<file path="config.mk">
export PLATFORM = sky130hd
export DESIGN_NAME = write_back
export DESIGN_NICKNAME = d
export VERILOG_FILES = /design/src/rtl/write_back_pkg.sv /design/src/rtl/wb_mem_fsm.sv /design/src/rtl/write_back.sv
export SDC_FILE = /design/constraint.sdc
export NUM_CORES = 1
export LEC_CHECK = 0
export ABC_AREA = 1
export ABC_CLOCK_PERIOD_IN_PS = 2400
export BUFFER_PORTS_ARGS = -buffer_cell sky130_fd_sc_hd__buf_2
export CAP_MARGIN = 20
export CORE_MARGIN = 2
export CORE_UTILIZATION = 30
export DETAILED_ROUTE_END_ITERATION = 7
export PLACE_DENSITY = 0.66
export SYNTH_ARGS = -nofsm -noshare
export SYNTH_HDL_FRONTEND = slang
export SYNTH_HIERARCHICAL = 1
export SYNTH_SLANG_ARGS = --single-unit
</file>
<file path="constraint.sdc">
create_clock -name clk -period 2.4 [get_ports clk]
set_clock_uncertainty 0.15 [all_clocks]
set_input_delay 0.48 -clock clk [delete_from_list [all_inputs] [get_ports clk]]
set_output_delay 0.48 -clock clk [all_outputs]
set_load 0.05 [all_outputs]
</file>
<file path="src/rtl/write_back_pkg.sv">
// Shared definitions for the write-back stage: default widths and the
// memory-handshake FSM state encoding.
package write_back_pkg;

    localparam int WB_D_SIZE   = 32;
    localparam int WB_A_SIZE   = 10;
    localparam int WB_MAX_WAIT = 15;

    typedef enum logic [1:0] {
        WB_IDLE   = 2'b00,
        WB_MEM_RD = 2'b01,
        WB_MEM_WR = 2'b10
    } wb_state_t;

    // True when the executing instruction needs the data-memory port.
    function automatic logic wb_is_mem_op(input logic re, input logic we);
        return re | we;
    endfunction

endpackage

</file>
<file path="src/rtl/wb_mem_fsm.sv">
// Data-memory handshake for the write-back stage: issues LOAD/STORE
// strobes, waits for mem_ready, and aborts after MAX_WAIT cycles.
module wb_mem_fsm
    import write_back_pkg::*;
#(
    parameter int D_SIZE   = WB_D_SIZE,
    parameter int A_SIZE   = WB_A_SIZE,
    parameter int MAX_WAIT = WB_MAX_WAIT
) (
    input  logic              clk,
    input  logic              rst,
    input  logic              mem_re_ex,
    input  logic              mem_we_ex,
    input  logic [2:0]        dest_reg_ex,
    input  logic [A_SIZE-1:0] addr_ex,
    input  logic [D_SIZE-1:0] store_data_ex,
    input  logic              mem_ready,
    output logic [A_SIZE-1:0] mem_addr,
    output logic [D_SIZE-1:0] mem_wdata,
    output logic              mem_read,
    output logic              mem_write,
    output logic              freeze,
    output logic              mem_err,
    output logic              ld_done,
    output logic [2:0]        ld_dest
);

    localparam int CNT_W = $clog2(MAX_WAIT + 1);
    localparam logic [CNT_W-1:0] LAST_CNT = CNT_W'(MAX_WAIT - 1);

    wb_state_t        state_r;
    logic [CNT_W-1:0] cnt_r;
    logic [2:0]       ld_dest_r;

    assign freeze  = (state_r != WB_IDLE);
    assign ld_done = (state_r == WB_MEM_RD) && mem_ready;
    assign ld_dest = ld_dest_r;

    // Handshake FSM: capture accesses in IDLE, complete or abort while busy.
    always_ff @(posedge clk or posedge rst) begin
        if (rst) begin
            state_r   <= WB_IDLE;
            cnt_r     <= '0;
            ld_dest_r <= 3'd0;
            mem_addr  <= '0;
            mem_wdata <= '0;
            mem_read  <= 1'b0;
            mem_write <= 1'b0;
            mem_err   <= 1'b0;
        end else begin
            case (state_r)
                WB_IDLE: begin
                    cnt_r <= '0;
                    if (mem_re_ex) begin
                        // A simultaneous STORE request is malformed; run it as LOAD and flag it.
                        state_r   <= WB_MEM_RD;
                        mem_read  <= 1'b1;
                        mem_addr  <= addr_ex;
                        ld_dest_r <= dest_reg_ex;
                        if (mem_we_ex) begin
                            mem_err <= 1'b1;
                        end else begin
                            mem_err <= mem_err;
                        end
                    end else if (mem_we_ex) begin
                        state_r   <= WB_MEM_WR;
                        mem_write <= 1'b1;
                        mem_addr  <= addr_ex;
                        mem_wdata <= store_data_ex;
                    end else begin
                        state_r <= WB_IDLE;
                    end
                end
                WB_MEM_RD, WB_MEM_WR: begin
                    if (mem_ready) begin
                        state_r   <= WB_IDLE;
                        mem_read  <= 1'b0;
                        mem_write <= 1'b0;
                        cnt_r     <= '0;
                    end else if (cnt_r == LAST_CNT) begin
                        // Timeout: drop the access without a register write.
                        state_r   <= WB_IDLE;
                        mem_read  <= 1'b0;
                        mem_write <= 1'b0;
                        cnt_r     <= '0;
                        mem_err   <= 1'b1;
                    end else begin
                        cnt_r <= cnt_r + CNT_W'(1);
                    end
                end
                default: begin
                    state_r   <= WB_IDLE;
                    mem_read  <= 1'b0;
                    mem_write <= 1'b0;
                    cnt_r     <= '0;
                end
            endcase
        end
    end

endmodule

</file>
<file path="src/rtl/write_back.sv">
// Write-back stage: retires ALU/LOADC results into the register set,
// drives data memory for LOAD/STORE, and mirrors writes to forwarding.
module write_back
    import write_back_pkg::*;
#(
    parameter int D_SIZE   = WB_D_SIZE,
    parameter int A_SIZE   = WB_A_SIZE,
    parameter int MAX_WAIT = WB_MAX_WAIT
) (
    input  logic              clk,
    input  logic              rst,
    input  logic              reg_we_en_ex,
    input  logic              mem_re_ex,
    input  logic              mem_we_ex,
    input  logic [2:0]        dest_reg_ex,
    input  logic [D_SIZE-1:0] result_ex,
    input  logic [D_SIZE-1:0] store_data_ex,
    output logic [A_SIZE-1:0] mem_addr,
    output logic [D_SIZE-1:0] mem_wdata,
    output logic              mem_read,
    output logic              mem_write,
    input  logic [D_SIZE-1:0] mem_rdata,
    input  logic              mem_ready,
    output logic              rs_we,
    output logic [2:0]        rs_waddr,
    output logic [D_SIZE-1:0] rs_wdata,
    output logic              wb_valid,
    output logic [2:0]        wb_dest,
    output logic [D_SIZE-1:0] wb_data,
    output logic              freeze,
    output logic              mem_err
);

    logic       ld_done_s;
    logic [2:0] ld_dest_s;
    logic       alu_wr_s;

    wb_mem_fsm #(
        .D_SIZE   (D_SIZE),
        .A_SIZE   (A_SIZE),
        .MAX_WAIT (MAX_WAIT)
    ) u_mem_fsm (
        .clk           (clk),
        .rst           (rst),
        .mem_re_ex     (mem_re_ex),
        .mem_we_ex     (mem_we_ex),
        .dest_reg_ex   (dest_reg_ex),
        .addr_ex       (result_ex[A_SIZE-1:0]),
        .store_data_ex (store_data_ex),
        .mem_ready     (mem_ready),
        .mem_addr      (mem_addr),
        .mem_wdata     (mem_wdata),
        .mem_read      (mem_read),
        .mem_write     (mem_write),
        .freeze        (freeze),
        .mem_err       (mem_err),
        .ld_done       (ld_done_s),
        .ld_dest       (ld_dest_s)
    );

    // Direct register write only from IDLE and only for non-memory instructions.
    assign alu_wr_s = !freeze && reg_we_en_ex && !wb_is_mem_op(mem_re_ex, mem_we_ex);

    // Result pipeline register feeding the register set; a completing load has priority.
    always_ff @(posedge clk or posedge rst) begin
        if (rst) begin
            rs_we    <= 1'b0;
            rs_waddr <= 3'd0;
            rs_wdata <= '0;
        end else if (ld_done_s) begin
            rs_we    <= 1'b1;
            rs_waddr <= ld_dest_s;
            rs_wdata <= mem_rdata;
        end else if (alu_wr_s) begin
            rs_we    <= 1'b1;
            rs_waddr <= dest_reg_ex;
            rs_wdata <= result_ex;
        end else begin
            rs_we <= 1'b0;
        end
    end

    assign wb_valid = rs_we;
    assign wb_dest  = rs_waddr;
    assign wb_data  = rs_wdata;

endmodule

</file>
==> results.cfg <==
[status]
run_status = finished, final reports clean

[placement]
dp.final_hpwl_mm = 8.67
io_buffer_count = 222
gp_congestion = 0.765

[setup_path]
worst_path_max_delay_cell = sky130_fd_sc_hd__dfrtp_1
required_ps = 1770
regToRegSetupSlack_ps = 490
worstSetupPathType = reg -> out
critPathMaxStageDelay_ps = 350
endpoint_arrival_time_on_the_critical_path_ps = 1420
timing.critical_path.to_type = output port
cpLargestDelayFamily = buffers and inverters
r2r_cells = 8
critical_path.cell_chain = inv_1, ha_1, inv_1, buf_2
crit_buf_inv = 3
setup.worst_path.end = freeze
cpMostUsedCell = sky130_fd_sc_hd__inv_1
rr_startpoint = u_mem_fsm/state_r[0]
cp_num_cells = 4
path_max_fanout = 6
crit_path_start_kind = flip-flop
worstReg2RegEnd = rs_wdata[23]
startpoint = u_mem_fsm/state_r[0]

[clock_network]
cts_root_buf = sky130_fd_sc_hd__clkbuf_16
worstSkewPairLatency_ps = 340
cts_hold_buffers = 0
cts_tree = yes
post_cts_setup_buffers = 0
sinks_on_clock_net = 90
cts_inserted_buffers = 9
cts.path.max_buffers = 2
post_cts_resize_count = 0
clkSlewWorstSetupHoldPaths_ps = 60
htreeDepth = 3

[floorplanning]
dieHeight_um = 127
row_count = 44
coreArea_um2 = 14600
die_area_um2 = 16100
floorplan.io_pins = 223
floorplan.die.width_um = 127
start_util = 0.310

[synth]
synth.top_cells.by_count = sky130_fd_sc_hd__nand2_1, sky130_fd_sc_hd__dfrtp_1, sky130_fd_sc_hd__nand3_1
yosysSeqAreaShare = 0.497
synth-warning-count = 6
synth_enable_flop_cells = 0
synth_cell_types = 22
net_count_synth = 663
synth_top_cells_by_area = sky130_fd_sc_hd__dfrtp_1, sky130_fd_sc_hd__nand2_1, sky130_fd_sc_hd__buf_4, sky130_fd_sc_hd__nand3_1, sky130_fd_sc_hd__nand2_2
async_reset_ff_frac = 1.00
ys_ff_latch = 90
synth.most_common_cell = sky130_fd_sc_hd__nand2_1
yosys.area.top_type_share = 0.497
synth_area_leader_cell = sky130_fd_sc_hd__dfrtp_1
synthesis.instances = 554
synth_area_per_cell_um2 = 8.18
dominantRegCellSynth = sky130_fd_sc_hd__dfrtp_1
synth_area_um2 = 4530

[detailed_routing]
firstDrtPassIters = 4
drtIter0Drc = 142
vias_per_cell = 4.38
count_of_nets_left_with_antenna_violations_after_detail_routing = 0
drt-wirelength-per-cell_um = 13.0
drc = 0
vias = 4036
routed_wirelength_mm = 12.0

[cells_and_area]
number_of_antenna_cells_inserted = 0
n_fill_cell = 1520
drive_above_1_share = 0.392
num-nets-final = 843
multiInputGateArea_um2 = 1700
area_grow_syn2layout_pct = 26.3
ff_latch_area_um2 = 2250

[timing]
timing.max_slew.rel_slack = 0.658
fin_tns_setup_ps = 0
final.min_clock_period_ps = 2050
timing_max_transition_violations_final = 0
achievable-frequency_ghz = 0.487
worst-slew-pin-transition_ps = 513
finalHoldViolCount = 0
period_share = 0.856
finalSetupViolCount = 0
rsz0062_at_grt = no

[grt]
wire_length_of_the_first_global_routing_pass_mm = 19.0
number_of_global_route_vias_before_repair = 3774
gr-total-overflow = 0
antenna_found_initial = 0
groute.usage.overall = 0.150
grt_max_degree = 72

[flow_run]
max-cap-violations = 0

[hold_path]
timing.hold.worst.class = in -> async
[layout by cell type (no fill, tap or decap), types with 2 or more instances in the layout]
cell / synthesis / final
sky130_fd_sc_hd__buf_2: 4 / 222
sky130_fd_sc_hd__buf_4: 43 / 7
sky130_fd_sc_hd__clkbuf_1: 1 / 2
sky130_fd_sc_hd__clkbuf_16: 0 / 9
sky130_fd_sc_hd__clkinv_2: 0 / 2
sky130_fd_sc_hd__dfrtp_1: 90 / 90
sky130_fd_sc_hd__ha_1: 4 / 4
sky130_fd_sc_hd__inv_1: 14 / 13
sky130_fd_sc_hd__inv_2: 1 / 2
sky130_fd_sc_hd__nand2_1: 279 / 279
sky130_fd_sc_hd__nand2_2: 38 / 38
sky130_fd_sc_hd__nand3_1: 49 / 49
sky130_fd_sc_hd__nor2_1: 6 / 6
sky130_fd_sc_hd__nor2_4: 3 / 3
sky130_fd_sc_hd__o21ai_0: 4 / 4
[final cells by class]
class	count	share of cell area
clock buffer	12	0.0430
clock inverter	3	0.00699
inverter	16	0.0127
multi-input combinational	387	0.297
sequential	90	0.393
tap	184	0.0402
timing repair buffer	230	0.207
[through the flow]
step / utilization / std cells / setup WS, ps / instance area [µm²] / hold slack (ps)
after floorplan: - / 554 / 455 / 4530 / 299
after global placement: 0.372 / 907 / 513 / 5440 / 295
after detailed placement: 0.372 / 907 / 489 / 5440 / 292
after CTS: 0.391 / 922 / 317 / 5730 / 12.0
after global routing: 0.391 / 922 / 249 / 5730 / 45.4
final: 0.391 / 922 / 347 / 5730 / 10.5
[kinds of logic after synthesis]
kind of cell | synth area share
AO/OA/AOI/OAI | 0.00442
AND/OR/NAND/NOR | 0.358
adder cells (fa/ha/maj) | 0.0110
XOR/XNOR | 0.00193
flip-flops | 0.497
buffers and inverters | 0.128
[routing by layer]
layer | share of wire | vias up | global-route usage
met4 | 0.022 | 0 | 0.0672
met1 | 0.45 | 1822 | 0.190
li1 | - | 2017 | -
met5 | 0 | - | 0
met3 | 0.085 | 17 | 0.0464
met2 | 0.45 | 180 | 0.235
[how the worst min path moves through the flow]
stage	start	endpoint	slack, ps	cells past startpoint
after detailed placement	u_mem_fsm/mem_err	u_mem_fsm/mem_err	290	2
after global placement	u_mem_fsm/mem_err	u_mem_fsm/mem_err	290	2
final	rst	u_mem_fsm/mem_addr[7]	10	2
after floorplan	u_mem_fsm/ld_dest[0]	u_mem_fsm/ld_dest[0]	300	2
after CTS	rst	u_mem_fsm/mem_addr[6]	10	2
after global routing	rst	u_mem_fsm/mem_addr[8]	50	2
[worst register-to-register path, cell delays in order, from the launching register on]
cell and delay (ps):
sky130_fd_sc_hd__dfrtp_1 350, sky130_fd_sc_hd__inv_1 60, sky130_fd_sc_hd__ha_1 250, sky130_fd_sc_hd__inv_1 140
sky130_fd_sc_hd__nor2_4 60, sky130_fd_sc_hd__nand2_4 300, sky130_fd_sc_hd__nand2_8 280, sky130_fd_sc_hd__nand2_1 160
sky130_fd_sc_hd__nand2_1 60
[sequential cells by signal, summed over array words and instances, names as in the netlist]
| signal | cells |
|---|---|
| u_mem_fsm/ld_dest | 3 |
| u_mem_fsm/mem_read | 1 |
| rs_waddr | 3 |
| u_mem_fsm/mem_write | 1 |
| u_mem_fsm/mem_wdata | 32 |
| u_mem_fsm/cnt_r | 4 |
| rs_we | 1 |
| u_mem_fsm/state_r | 2 |
| u_mem_fsm/mem_addr | 10 |
| rs_wdata | 32 |
| u_mem_fsm/mem_err | 1 |
Power is left out: the tool's default activity adds up to more than one toggle a clock period on the data nets, which glitch-free logic cannot reach.
